--- src/rtl/sdhci_reg_arb.sv ---
// Round-robin arbiter sharing the SD host controller register slave between NumPorts requesters.
// Packing: req = {addr, write, wdata, wstrb, valid} (valid is bit 0); rsp = {rdata, error, ready} (ready is bit 0).
module sdhci_reg_arb #(
    parameter  int NumPorts  = 2,
    parameter  int AddrWidth = 32,
    parameter  int DataWidth = 32,
    localparam int StrbWidth = DataWidth / 8,
    localparam int ReqWidth  = AddrWidth + DataWidth + StrbWidth + 2,
    localparam int RspWidth  = DataWidth + 2,
    localparam int IdxWidth  = (NumPorts > 1) ? $clog2(NumPorts) : 1
) (
    input  logic                         clk_i,
    input  logic                         rst_i,
    input  logic [NumPorts*ReqWidth-1:0] req_i,
    output logic [NumPorts*RspWidth-1:0] rsp_o,
    output logic [ReqWidth-1:0]          req_o,
    input  logic [RspWidth-1:0]          rsp_i,
    output logic [IdxWidth-1:0]          gnt_o,
    output logic                         busy_o
);

    // state  | meaning
    // IDLE   | arbitrating; winner forwarded combinationally, zero-wait completions stay here
    // LOCKED | grant_q held until the slave answers or the requester drops valid
    typedef enum logic {IDLE, LOCKED} fsm_e;

    fsm_e                fsm_q, fsm_d;
    logic [IdxWidth-1:0] grant_q, grant_d;
    logic [IdxWidth-1:0] ptr_q, ptr_d;

    logic [NumPorts-1:0] valid_vec;
    logic [IdxWidth-1:0] winner;
    logic                any_valid;
    logic [IdxWidth-1:0] sel;
    logic                fwd;
    logic                busy;
    logic                rsp_ready;

    assign rsp_ready = rsp_i[0];

    function automatic logic [IdxWidth-1:0] next_idx(input logic [IdxWidth-1:0] idx);
        if (int'(idx) >= NumPorts - 1) begin
            return '0;
        end
        return IdxWidth'(int'(idx) + 1);
    endfunction

    always_comb begin
        valid_vec = '0;
        for (int p = 0; p < NumPorts; p++) begin
            valid_vec[p] = req_i[p*ReqWidth];
        end
    end

    // Walk downward so the candidate closest to ptr_q is written last and wins.
    always_comb begin
        winner    = '0;
        any_valid = 1'b0;
        for (int k = NumPorts - 1; k >= 0; k--) begin
            if (valid_vec[(int'(ptr_q) + k) % NumPorts]) begin
                winner    = IdxWidth'((int'(ptr_q) + k) % NumPorts);
                any_valid = 1'b1;
            end
        end
    end

    always_comb begin
        fsm_d   = fsm_q;
        grant_d = grant_q;
        ptr_d   = ptr_q;
        sel     = '0;
        fwd     = 1'b0;
        busy    = 1'b0;
        case (fsm_q)
            IDLE: begin
                if (any_valid) begin
                    sel  = winner;
                    fwd  = 1'b1;
                    busy = 1'b1;
                    if (rsp_ready) begin
                        ptr_d = next_idx(winner);
                    end else begin
                        grant_d = winner;
                        fsm_d   = LOCKED;
                    end
                end
            end
            LOCKED: begin
                sel  = grant_q;
                busy = 1'b1;
                fwd  = valid_vec[grant_q];
                // A withdrawn request abandons the transaction without moving the pointer.
                if (!valid_vec[grant_q]) begin
                    fsm_d = IDLE;
                end else if (rsp_ready) begin
                    ptr_d = next_idx(grant_q);
                    fsm_d = IDLE;
                end
            end
            default: fsm_d = IDLE;
        endcase
    end

    // Outputs are forced quiet while reset is held, even though arbitration is combinational.
    always_comb begin
        req_o  = '0;
        rsp_o  = '0;
        gnt_o  = '0;
        busy_o = 1'b0;
        if (!rst_i) begin
            busy_o = busy;
            gnt_o  = sel;
            if (busy) begin
                req_o = req_i[int'(sel)*ReqWidth +: ReqWidth];
            end
            if (fwd) begin
                rsp_o[int'(sel)*RspWidth +: RspWidth] = rsp_i;
            end
        end
    end

    always_ff @(posedge clk_i or posedge rst_i) begin
        if (rst_i) begin
            fsm_q   <= IDLE;
            grant_q <= '0;
            ptr_q   <= '0;
        end else begin
            fsm_q   <= fsm_d;
            grant_q <= grant_d;
            ptr_q   <= ptr_d;
        end
    end

endmodule

--- config.mk ---
export PLATFORM = sky130hd
export DESIGN_NAME = sdhci_reg_arb
export DESIGN_NICKNAME = d
export VERILOG_FILES = /design/src/rtl/sdhci_reg_arb.sv
export SDC_FILE = /design/constraint.sdc
export NUM_CORES = 1
export LEC_CHECK = 0
export ABC_AREA = 0
export CORE_AREA = 3 3 120 122
export CTS_CLUSTER_DIAMETER = 80
export DETAILED_ROUTE_END_ITERATION = 7
export DIE_AREA = 0 0 123 125
export HOLD_SLACK_MARGIN = 0.06
export SLEW_MARGIN = 20
export SYNTH_ARGS = -nofsm -noshare
export SYNTH_HDL_FRONTEND = slang
export SYNTH_SLANG_ARGS = --single-unit
--- constraint.sdc ---
create_clock -name clk_i -period 3.4 [get_ports clk_i]
set_input_delay 0.85 -clock clk_i [delete_from_list [all_inputs] [get_ports clk_i]]
set_output_delay 0.85 -clock clk_i [all_outputs]
set_load 0.05 [all_outputs]
==> metrics.cfg <==
[worst_setup_path]
cp_cell_sequence=clkdlybuf4s50_1, inv_4, and4_2, buf_12, and2_1, buf_12
worst-endpoint-arrival_ns=2.44
required_ns=2.55
cp_slowest_cell=clkdlybuf4s50_1
rrSetupSlack_ns=2.20
timing.critical_path.mode_cell=buf_12
criticalPathCategory=in -> out
cpPeakStageDelay_ns=0.53
cp-start-kind=input pin
critPathCaptureType=primary output
critical_path_maximum_fanout=26

[global_routing]
grt_pass1_vias=3791
antenna_found_initial=1
grt_overflow=0
grt_max_degree=85
gr-usage-all-layers_pct=17.3
first_pass_grt_wire_length_um=21200

[detailed_routing]
detailedRoute.firstIterationViolations=140
drc=0
detailedRoute.firstPassIterationCount=4
post_drt_via_cell_ratio=4.64
routed_wl_um=14800
dr_total_vias=3793
wl_per_cell_um=18.1
antenna_left=0

[sta]
finalHoldWorstSlack_ns=0.591
timing.final.max_slew_violations=0
timing.final.hold_violations=0
final_period_minus_worst_setup_slack_ns=3.29
grt_setup_unrepaired=no
setup_ws_ns=0.110
fin_skew_ns=0.0000763
max_freq_mhz=304
post-route-period-util_pct=96.8
relSlewSlack_pct=74.0
max_slew.worst_pin.slew_ns=0.381
setup_violations=0

[finish]
final_layout_size_suffix_gt1_share_pct=34.3
final_core_utilization_pct=55.6
area_growth_syn_to_layout_pct=216
fin_nets=818
final_common_cell=clkdlybuf4s50_1
num-fill-cells=1133
leading_cell_types_in_the_layout_fill_and_taps_excluded=173 x clkdlybuf4s50_1, 145 x buf_12, 138 x nand3_1, 45 x and2_1, 43 x mux2i_1
diodes=0

[flow_run]
drv_cap=0

[floorplan]
fp.dieW_um=123
core_area_um2=13300
initial_core_util_pct=17.6
rows=42
floorplan.io_pins=316
die_area_um2=15400
die-height_um=125

[pwr]
power_per_cell_area_nw_per_um2=297
totalPowerFinal_mw=2.20
power.ir.vdd_worst_mv=0.133
static-leakage-power_nw=3.07

[clock_network]
cts_tree=yes
clk_pin_slew_ns=0.03
cts-htree-levels=1
cts_made_buffers=3
clock_tree.buffer_depth=2
skew_pair_late_insertion_delay_ns=0.23
clock_sinks=3
clock-root-buffer=clkbuf_16
cts_hold_buffers=0

[place]
dpl_worst_slack_ns=-0.111
dp_hpwl_um=11800
gpl.final_weighted_congestion=0.790
place.port_buffers=315

[logic_synthesis]
synth_top_family_by_area=simple AND/OR/NAND/NOR gates
synth_compound_gate_area_share_pct=2.88
synth-adder-area-share_pct=0
ys_warn_count=0
xor_xnor_share_of_the_synthesized_area_pct=0
syn-instance-count=349
netlist-cell-type-count=28
synthSimpleGateAreaFrac_pct=52.9
synthesized_net_count=525
share_of_synthesized_area_spent_on_multiplexers_pct=29.5
postSynthRegisterBits=3
seq_area_frac_synth_pct=3.21
synth.cell_area_um2=2340
postSynthAreaPerCell_um2=6.71

[worst_hold_path]
hold_path.class=reg -> reg

[run_status]
outcome=finished clean

## sequential cells by signal, summed over array words and instances (netlist names)
name     cells
ptr_q        1
fsm_q        1
grant_q      1
## metal layers
| layer | global-route usage, % | share of wire (%) |
|---|---|---|
| met1 | 17.3 | 33 |
| met2 | 34.0 | 54 |
| met3 | 5.60 | 11 |
| met4 | 3.65 | 2.1 |
| met5 | 0 | 0.088 |
## Yosys cell counts (all sizes together)
library cell / count / area, µm²
inv: 3 / 11.3
or3: 1 / 6.26
nand3: 138 / 691
a2111oi: 2 / 36.3
and4: 1 / 8.76
clkbuf: 13 / 48.8
mux2i: 69 / 691
dfrtp: 3 / 75.1
nor2b: 1 / 13.8
or3b: 1 / 8.76
a41o: 1 / 10.0
nand2b: 1 / 6.26
nor3: 1 / 5.00
nor2: 3 / 11.3
nand2: 1 / 3.75
a31oi: 1 / 6.26
or2b: 1 / 7.51
clkinv: 1 / 3.75
or2: 1 / 6.26
a21oi: 3 / 15.0
buf: 33 / 206
and2: 70 / 470
## per-stage QoR
step                      cells  area (µm²)  setup TNS, ns
after floorplan             349        2340              0
after global placement      808        7060          -2.89
after detailed placement    808        7060          -4.49
after CTS                   816        7360              0
after global routing        817        7390              0
final                       817        7390              0
## path summary, 6_finish.rpt
path / startpoint / end / depth (start not counted)
min reg2reg: grant_q / grant_q / 2
max: rst_i / rsp_o[61] / 6
min in group asynchronous: rst_i / ptr_q / 3
max in group asynchronous: rst_i / fsm_q / 3
min: grant_q / grant_q / 2
max reg2reg: fsm_q / fsm_q / 3
## critical path, delay by kind of cell
kind,cells,cell delay [ns]
buffers and inverters,4,1.04
AND/OR/NAND/NOR,2,0.55
## final cells by class
class                           instances  area, µm²  share of cell area [%]
Clock buffer                            4       78.8                    1.07
Multi-Input combinational cell        296       2160                    29.2
Timing Repair Buffer                  334       4850                    65.5
Tap cell                              176        220                    2.98
Sequential cell                         3       75.1                    1.02
Inverter                                4       17.5                   0.237
## power breakdown
group	switching, mW	leakage [nW]	internal (mW)	total, mW
combinational	0.977	3.00	0.973	1.95
clock	0.0365	0.0382	0.155	0.192
sequential	0.0133	0.0362	0.0436	0.0569
total	1.03	3.07	1.17	2.20
## logic make-up after synthesis
group / after synthesis
AND/OR/NAND/NOR: 220
multiplexers: 69
buffers and inverters: 50
AO/OA/AOI/OAI: 7
flip-flops: 3
## repair_timing
action                                  4_1_cts  5_1_grt
pin swaps                                     1        0
resized for setup                            37        1
endpoints found under the setup margin       77        3
cloned                                        2        1
buffers inserted                              2        0
(Power assumes the default switching activity.)
